==> config.mk <==
export PLATFORM = sky130hd
export DESIGN_NAME = im2col_win_buffer
export DESIGN_NICKNAME = d
export VERILOG_FILES = /design/src/rtl/im2col_win_buffer.sv
export SDC_FILE = /design/constraint.sdc
export NUM_CORES = 2
export LEC_CHECK = 0
export ABC_AREA = 1
export BUFFER_PORTS_ARGS = -buffer_cell sky130_fd_sc_hd__buf_2
export CORE_MARGIN = 1.5
export CORE_UTILIZATION = 30
export CTS_CLUSTER_DIAMETER = 100
export DETAILED_ROUTE_END_ITERATION = 10
export GPL_ROUTABILITY_DRIVEN = 0
export SYNTH_ARGS = -nofsm -noshare
export SYNTH_HDL_FRONTEND = slang
export SYNTH_SLANG_ARGS = --single-unit
==> constraint.sdc <==
create_clock -name clk -period 4.4 [get_ports clk]
set_input_delay 0.88 -clock clk [delete_from_list [all_inputs] [get_ports clk]]
set_output_delay 0.88 -clock clk [all_outputs]
set_load 0.01 [all_outputs]
==> src/rtl/im2col_win_buffer.sv <==
// rtl/im2col_win_buffer.sv - window-vector FIFO between img2col PU array and MAC array, tags head with col/row position
// Optional same-cycle empty-FIFO bypass under `define IM2COL_WIN_BYPASS_EN.
module im2col_win_buffer #(
   parameter int DATA_WIDTH  = 16,
   parameter int WEIGHT_SIZE = 25,
   parameter int DEPTH       = 4,
   parameter int WIN_COLS    = 24,
   parameter int WIN_ROWS    = 24
) (
   input  logic                      clk,
   input  logic                      nrst,
   input  logic                      clr,
   input  logic                      in_valid,
   output logic                      in_ready,
   input  logic [DATA_WIDTH-1:0]     in_data [WEIGHT_SIZE],
   output logic                      out_valid,
   input  logic                      out_ready,
   output logic [DATA_WIDTH-1:0]     out_data [WEIGHT_SIZE],
   output logic [5:0]                out_col,
   output logic [5:0]                out_row,
   output logic                      out_row_last,
   output logic                      out_frame_last,
   output logic [$clog2(DEPTH):0]    level
);

   localparam int         AW         = $clog2(DEPTH);
   localparam logic [5:0] LP_COL_MAX = 6'(WIN_COLS - 1);
   localparam logic [5:0] LP_ROW_MAX = 6'(WIN_ROWS - 1);

   logic [AW:0]           r_wr_ptr;
   logic [AW:0]           r_rd_ptr;
   logic [DATA_WIDTH-1:0] r_mem [DEPTH][WEIGHT_SIZE];
   logic [5:0]            r_col;
   logic [5:0]            r_row;

   logic w_full;
   logic w_empty;
   logic w_bypass;
   logic w_wr_en;
   logic w_rd_en;
   logic w_out_fire;

   // Pointers carry one extra wrap bit so full and empty are distinguishable.
   assign w_empty = (r_wr_ptr == r_rd_ptr);
   assign w_full  = (r_wr_ptr[AW] != r_rd_ptr[AW]) &&
                    (r_wr_ptr[AW-1:0] == r_rd_ptr[AW-1:0]);

`ifdef IM2COL_WIN_BYPASS_EN
   assign w_bypass = w_empty && in_valid && out_ready;
`else
   assign w_bypass = 1'b0;
`endif

   assign in_ready   = !w_full;
   assign out_valid  = !w_empty || w_bypass;
   assign w_wr_en    = in_valid && !w_full && !w_bypass && !clr;
   assign w_rd_en    = !w_empty && out_ready && !clr;
   assign w_out_fire = out_valid && out_ready && !clr;
   assign level      = r_wr_ptr - r_rd_ptr;

   always_ff @(posedge clk or negedge nrst) begin
      if (!nrst) begin
         r_wr_ptr <= '0;
         r_rd_ptr <= '0;
      end else if (clr) begin
         r_wr_ptr <= '0;
         r_rd_ptr <= '0;
      end else begin
         if (w_wr_en) r_wr_ptr <= r_wr_ptr + 1'b1;
         if (w_rd_en) r_rd_ptr <= r_rd_ptr + 1'b1;
      end
   end

   always_ff @(posedge clk or negedge nrst) begin
      if (!nrst) begin
         for (int d = 0; d < DEPTH; d++)
            for (int k = 0; k < WEIGHT_SIZE; k++)
               r_mem[d][k] <= '0;
      end else if (w_wr_en) begin
         for (int k = 0; k < WEIGHT_SIZE; k++)
            r_mem[r_wr_ptr[AW-1:0]][k] <= in_data[k];
      end
   end

   // Position of the head window; only moves when the MAC array takes it.
   always_ff @(posedge clk or negedge nrst) begin
      if (!nrst) begin
         r_col <= '0;
         r_row <= '0;
      end else if (clr) begin
         r_col <= '0;
         r_row <= '0;
      end else if (w_out_fire) begin
         if (r_col == LP_COL_MAX) begin
            r_col <= '0;
            r_row <= (r_row == LP_ROW_MAX) ? 6'd0 : r_row + 6'd1;
         end else begin
            r_col <= r_col + 6'd1;
         end
      end
   end

   always_comb begin
      for (int k = 0; k < WEIGHT_SIZE; k++)
         out_data[k] = w_bypass ? in_data[k] : r_mem[r_rd_ptr[AW-1:0]][k];
   end

   assign out_col        = r_col;
   assign out_row        = r_row;
   assign out_row_last   = (r_col == LP_COL_MAX);
   assign out_frame_last = out_row_last && (r_row == LP_ROW_MAX);

endmodule

==> impl_metrics.json <==
{
  "grt_pass1_vias": 56500,
  "synth_area_leader_cell": "dfrtp_1",
  "grtUsageMet2_pct": 28.2,
  "worstPathRequired_ns": 3.52,
  "hold_viol": 0,
  "status": "complete, no violations",
  "drtIter0Drc": 5047,
  "htree_levels": 4,
  "synth_most_common_cell": "o21ai_0",
  "dr.pass1.iters": 6,
  "syn_to_final_growth_pct": 19.0,
  "setup_viol": 0,
  "avgSynthCellArea_um2": 8.67,
  "drive_gt1_share_pct": 14.7,
  "pin_count": 824,
  "setup-tns-final_ns": 0,
  "final_net_count": 8940,
  "grt.overflow.total": 0,
  "yosys-top-cells-count": "2,409 x o21ai_0, 1,654 x nand2_1, 1,618 x dfrtp_1, 817 x nor2_1, 416 x inv_1",
  "grt_use_met3_pct": 5.60,
  "fmax_ghz": 0.236,
  "met1_usage_pct": 23.2,
  "yosys.area.top_type_share_pct": 58.5,
  "rows": 176,
  "cp.arrival_ns": 3.35,
  "dieArea_um2": 234000,
  "worst_pin_slew_ns": 1.03,
  "synth.net_count": 8396,
  "clk-insertion-delay-late_ns": 0.82,
  "die_x_um": 483,
  "crit_path_end": "out_data[210]",
  "ys_seq_elements": 1618,
  "rr_worst_depth": 10,
  "start_util_pct": 30.1,
  "start_kind": "flip-flop",
  "slew_violations": 0,
  "rsz0062_at_grt": "false",
  "drc": 0,
  "seq_area_frac_synth_pct": 58.5,
  "worstReg2RegStart": "r_rd_ptr[1]",
  "clock_sinks": 1618,
  "numCtsBuffers": 181,
  "grt_pass1_wl_um": 337000,
  "hold_buffers": 0,
  "powerDensity_nw_per_um2": 617,
  "cts_root_buf": "clkbuf_16",
  "hold_slack_ns": 0.0627,
  "drv_cap": 0,
  "clk_pin_slew_ns": 0.06,
  "hp-class": "in -> async",
  "crit_path_start": "r_rd_ptr[0]",
  "wl_per_cell_um": 18.5,
  "cts_tree": "yes",
  "grt_start_max_net_pins": 178,
  "worst-path-max-fanout": 36,
  "ant_nets": 0,
  "clockBufferDepth": 3,
  "slew-limit-headroom_pct": 31.2,
  "synth_edf_count": 0,
  "p_leak_nw": 40.2,
  "layout_min_cycle_time_ns": 4.23,
  "criticalPathCategory": "reg -> out",
  "num_vias": 58600,
  "yosys-top-cells-area": "dfrtp_1 58%, o21ai_0 17%, nand2_1 9.0%",
  "grt_use_total_pct": 18.2,
  "synthArstFlopShare_pct": 100,
  "core-area_um2": 230000,
  "antenna_found_initial": 96,
  "reg2reg_slack_ns": 1.38,
  "synthDistinctLibCells": 23,
  "synth_flop_cell": "dfrtp_1",
  "fin_crit_sh_pct": 96.1,
  "power_mw": 50.8,
  "vdd_ir_drop_max_v": 0.000350,
  "netlist_area_um2": 69200,
  "yosysWarnings": 0,
  "synthCells": 7981,
  "numPortBuffers": 823,
  "avgViaCountPerCell": 5.00,
  "timing.rr.end": "r_mem[1043]",
  "finClkSkew_ns": 0.0246,
  "wirelength_um": 217000,
  "die_h_um": 483,
  "crit_path_end_kind": "output pin",
  "grt-busiest-layer": "met2",
  "hpwl_um": 139000
}
cell type report:
type / count / area [um2]
antenna: 37 / 92.6
clock buffer: 272 / 5400
clock inverter: 48 / 562
fill: 23300 / 147000
inverter: 419 / 1590
multi-input combinational: 5323 / 24200
sequential: 1618 / 40500
tap: 3026 / 3790
timing repair buffer: 982 / 6170
state kept, by name, indices dropped and copies added, names as in the netlist:
| signal | cells |
|---|---|
| r_wr_ptr | 3 |
| out_col | 6 |
| r_mem | 1600 |
| r_rd_ptr | 3 |
| out_row | 6 |
cells by family after synthesis:
kind of cell	Yosys count	share of synthesized area, %
and+or+nand+nor	2498	13.7
xor gates and xnor gates	5	0.0633
DFF	1618	58.5
AOI/OAI and AO/OA	2810	21.0
adders and majority gates	10	0.192
buffers and inverters	1040	6.50
worst min path at each step:
stage | slack, ns | to | startpoint | cells after the start
2_1_floorplan | 0.45 | r_mem[400] | r_mem[400] | 2
3_3_place_gp | 0.46 | r_mem[685] | r_mem[685] | 2
3_5_place_dp | 0.47 | r_mem[635] | r_mem[635] | 2
4_1_cts | 0.05 | r_mem[1518] | nrst | 1
5_1_grt | 0.06 | r_mem[1521] | nrst | 1
6_report | 0.06 | r_mem[1521] | nrst | 1
report_power, final:
| part | internal (mW) | switching [mW] |
|---|---|---|
| clock network | 8.77 | 6.26 |
| registers | 19.5 | 2.41 |
| logic | 5.04 | 8.88 |
| total | 33.3 | 17.5 |
layout by cell type, fill, tap and decap left out, types with 5 or more instances in the layout:
cell	netlist	final
inv_6	0	5
clkbuf_1	251	44
buf_2	328	822
clkbuf_16	0	186
inv_1	416	416
ha_1	9	9
nand2_1	1654	1654
o22ai_1	400	398
clkbuf_8	0	42
dfrtp_1	1618	1616
o21ai_0	2409	2409
nand3_1	16	16
clkinv_2	0	24
buf_4	17	92
buf_12	0	68
diode_2	0	37
nor2_1	817	817
bufinv_16	0	5
worst max-delay path: stages, from the launching register on:
cell	delay [ns]
dfrtp_4	0.75
buf_12	0.29
buf_4	0.42
buf_4	0.26
o21ai_0	0.10
o22ai_1	0.45
buf_2	0.23
timing repair:
item,in CTS,in global routing
buffers inserted,0,0
setup endpoints to repair,3,0
endpoints found under the hold margin,0,0
resized for setup,4,0
per-stage QoR:
stage | std cells | util (%) | setup slack, ns | instance area [um2]
after floorplan | 7981 | - | 1.86 | 69200
after global placement | 11400 | 33.2 | 0.593 | 76300
after detailed placement | 11400 | 33.2 | 0.580 | 76300
after CTS | 11700 | 35.8 | 0.0827 | 82200
after global routing | 11700 | 35.8 | 0.0196 | 82300
final | 11700 | 35.9 | 0.171 | 82300
per-layer routing:
metal	up-vias	wire length, um
met2	1959	98900
li1	27600	-
met3	491	18400
met4	102	8920
met1	28500	90100
met5	-	672
(Power assumes the default switching activity.)
